--- src/rtl/six_one_mux.sv ---
// rtl/six_one_mux.sv - registered 6-to-1 mux with illegal-select flag; optional q_par via SIX_ONE_MUX_PARITY_EN
module six_one_mux #(
  parameter int WIDTH = 1
) (
  input  logic             clk,
  input  logic             rst_n,
  input  logic             in_valid,
  input  logic [2:0]       sel,
  input  logic [WIDTH-1:0] d0,
  input  logic [WIDTH-1:0] d1,
  input  logic [WIDTH-1:0] d2,
  input  logic [WIDTH-1:0] d3,
  input  logic [WIDTH-1:0] d4,
  input  logic [WIDTH-1:0] d5,
  output logic [WIDTH-1:0] q,
  output logic             out_valid,
`ifdef SIX_ONE_MUX_PARITY_EN
  output logic             q_par,
`endif
  output logic             sel_err
);

  logic [WIDTH-1:0] mux_d;
  logic             sel_legal;

  // Codes 6 and 7 steer zero into q so an illegal transfer never leaks stale data.
  always_comb begin
    mux_d     = '0;
    sel_legal = 1'b1;
    case (sel)
      3'd0:    mux_d = d0;
      3'd1:    mux_d = d1;
      3'd2:    mux_d = d2;
      3'd3:    mux_d = d3;
      3'd4:    mux_d = d4;
      3'd5:    mux_d = d5;
      default: sel_legal = 1'b0;
    endcase
  end

  always_ff @(posedge clk or negedge rst_n) begin
    if (!rst_n) begin
      q         <= '0;
      out_valid <= 1'b0;
      sel_err   <= 1'b0;
    end else if (in_valid) begin
      q         <= mux_d;
      out_valid <= 1'b1;
      sel_err   <= ~sel_legal;
    end else begin
      out_valid <= 1'b0;
      sel_err   <= 1'b0;
    end
  end

`ifdef SIX_ONE_MUX_PARITY_EN
  always_ff @(posedge clk or negedge rst_n) begin
    if (!rst_n) begin
      q_par <= 1'b0;
    end else if (in_valid) begin
      q_par <= ^mux_d;
    end
  end
`endif

endmodule

--- config.mk ---
export PLATFORM = sky130hd
export DESIGN_NAME = six_one_mux
export DESIGN_NICKNAME = d
export VERILOG_FILES = /design/src/rtl/six_one_mux.sv
export SDC_FILE = /design/constraint.sdc
export NUM_CORES = 1
export LEC_CHECK = 0
export CORE_AREA = 2 2 39 41
export DETAILED_ROUTE_END_ITERATION = 6
export DIE_AREA = 0 0 41 43
export PLACE_DENSITY_LB_ADDON = 0.05
export SLEW_MARGIN = 5
export SYNTH_ARGS = -nofsm -noshare
export SYNTH_HDL_FRONTEND = slang
export SYNTH_SLANG_ARGS = --single-unit
--- constraint.sdc ---
create_clock -name clk -period 0.9 [get_ports clk]
set_input_delay 0.135 -clock clk [delete_from_list [all_inputs] [get_ports clk]]
set_output_delay 0.135 -clock clk [all_outputs]
set_load 0.02 [all_outputs]
==> metrics.yaml <==
outcome: "completed"
clk_pin_slew_ns: 0.04
synth.ff_latch_count: 3
syn_area_per_cell_sq_um: 11.89
synthAdderAreaFrac_pct: 0
synth_cell_types: 8
drtPass1Iterations: 1
core_sq_mm: 0.001384
yosys.area_share.simple_pct: 11.40
std_cell_rows: 14
finClkSkew_ns: 0
slew-limit-headroom_pct: 91.20
p_seq_share_pct: 30.6
worstReg2RegEnd: "q$_DFFE_PN0P_"
hold_viol: 0
reg2reg_slack_ns: 0.09
cts_made_buffers: 3
stdcell_count: 46
vias: 163
drt_drc_violations_left: 0
drive_gt1_share_pct: 20.00
die_area_sq_mm: 0.001763
ant_nets: 0
crit_required_ns: 0.76
p_clk_share_pct: 47.8
start_kind: "register"
n_antenna_cell: 0
synth_xor_area_share_pct: 0
wl_per_cell_microns: 8.630
endpoint_kind: "output port"
fin_crit_sh_pct: 97.31
overflow: 0
cp_top_family: "flip-flops"
htreeDepth: 1
vdd_drop_max_v: 0.0002513
synth-compound-area-share_pct: 14.91
fmax_mhz: 1142
swShare_pct: 22.44
yosys_warnings: 0
syn-num-nets: 24
start_util_pct: 10.31
critPathKind: "register to output port"
worst_slack_ns: 0.02419
cp.arrival_ns: 0.74
grt_pass1_vias: 187
powerDensity_mw_per_mm2: 1520
cpMaxStageDelayCell: "dfrtp_1"
area_growth_pct: 125.4
dp_slack_ns: -0.4448
fin_nets: 43
synth_area_sq_um: 142.6
grt_max_degree: 5
timing.rr.start: "q$_DFFE_PN0P_"
drv_slew: 0
holdBufCountCts: 0
hp-class: "primary input to async pin"
power.internal_mw: 0.3792
path_cells: "buf_6"
wl_microns: 397
grtUsageTotal_pct: 6.814
period_needed_ns: 0.8758
worst_slew_pin_slew_ns: 0.1283
port_buffers: 14
power.switching_mw: 0.1097
crit_fanout: 2
crit_buf_inv: 1
power_leakage_nw: 0.1543
grt_pass1_wl_microns: 703
dr.first_iter.drc_count: 0
fin_setup_tns_ns: 0
antenna_found_initial: 0
root_buffer: "clkbuf_4"
fp.dieW_microns: 41
cts_tree: "done"
die-height_microns: 43
post-place-cells: 42
synth_top_family_by_area: "multiplexers"
postCtsSetupBuffers: 0
synthMuxAreaShare_pct: 21.05
finalSetupViolations: 0
slowest_delay_ns: 0.38
cts_buffer_depth: 2
rsz0062_at_grt: "yes"
r2r_cells: 2
maxCapViolCount: 0
yosysSeqAreaShare_pct: 52.63
synthCells: 12
via_per_inst: 3.543
numClockSinks: 3
gp_congestion: 0.5678
boundaryPins: 15
combPwrFrac_pct: 21.7
clock_latency_ns: 0.23
cell type report:
cell class,instances,area [sq um]
well taps,16,20.02
clock buffers,4,26.28
flip-flops and latches,3,75.07
multi-input cells,9,67.56
fillers,155,1062
repair buffers,14,132.6
worst max-delay path by stage:
stage                       start            end  depth (start not counted)
finish              q$_DFFE_PN0P_              q                          1
global route        q$_DFFE_PN0P_              q                          1
CTS                 q$_DFFE_PN0P_              q                          1
detailed placement         sel[0]  q$_DFFE_PN0P_                          4
global placement           sel[0]  q$_DFFE_PN0P_                          4
floorplan           q$_DFFE_PN0P_  q$_DFFE_PN0P_                          2
layer usage:
layer  GRT usage (%)  share of wire, %  vias up
met2           8.438                48       13
met5               0                 0        -
met3           2.094                18        2
met4           12.00               2.5        0
li1                -                 -       80
met1           6.070                30       68
worst register-to-register path, cell delays in order (launching register included):
cell,delay [ns]
dfrtp_1,0.38
nor2b_1,0.13
a31o_1,0.18
sequential cells by signal (all words and copies together), names as in the netlist:
register	flops
q	1
sel_err	1
out_valid	1
stage by stage:
| step | total power, mW | hold slack, ns | area (sq um) | utilization, % |
|---|---|---|---|---|
| 2_1_floorplan | 0.1842 | -0.1606 | 142.6 | - |
| 3_3_place_gp | 0.2622 | 0.3284 | 302.8 | 21.88 |
| 6_report | 0.4889 | 0.08715 | 321.6 | 23.24 |
| 5_1_grt | 0.5282 | 0.09156 | 321.6 | 23.24 |
| 4_1_cts | 0.5003 | 0.07848 | 312.8 | 22.60 |
| 3_5_place_dp | 0.2623 | 0.3289 | 302.8 | 21.88 |
logic make-up (layout without fill, tap and decap cells):
family / count (synthesis) / after routing
multiplexers: 3 / 3
flip-flops: 3 / 3
AND/OR/NAND/NOR: 3 / 3
AO/OA/AOI/OAI: 3 / 3
buffers and inverters: 0 / 18
power by group through the flow:
| stage | combinational, mW | clock [mW] | sequential [mW] |
|---|---|---|---|
| after floorplan | 0.0218 | 0 | 0.162 |
| after global placement | 0.112 | 0 | 0.150 |
| after detailed placement | 0.112 | 0 | 0.150 |
| after CTS | 0.102 | 0.250 | 0.148 |
| after global routing | 0.117 | 0.261 | 0.150 |
| final | 0.106 | 0.233 | 0.149 |
cells in the final DEF, fill, tap and decap left out, types with 2 or more instances in the layout:
cell,Yosys,final
buf_2,0,2
clkbuf_4,0,3
clkdlybuf4s50_1,0,9
mux2i_1,3,3
dfrtp_1,3,3
what timing repair did:
action,CTS,global route
pin swaps,0,2
endpoints found under the setup margin,4,2
gates resized for setup,13,4
Yosys cell counts:
cell	n	area, sq um
a22oi_1	1	7.510
a31o_1	1	8.760
and3_1	1	6.260
dfrtp_1	3	75.07
mux2i_1	3	30.03
nor2_1	1	3.750
nor2b_1	1	6.260
o21ai_0	1	5.000
Note: power is estimated with default switching activity, not from simulation.
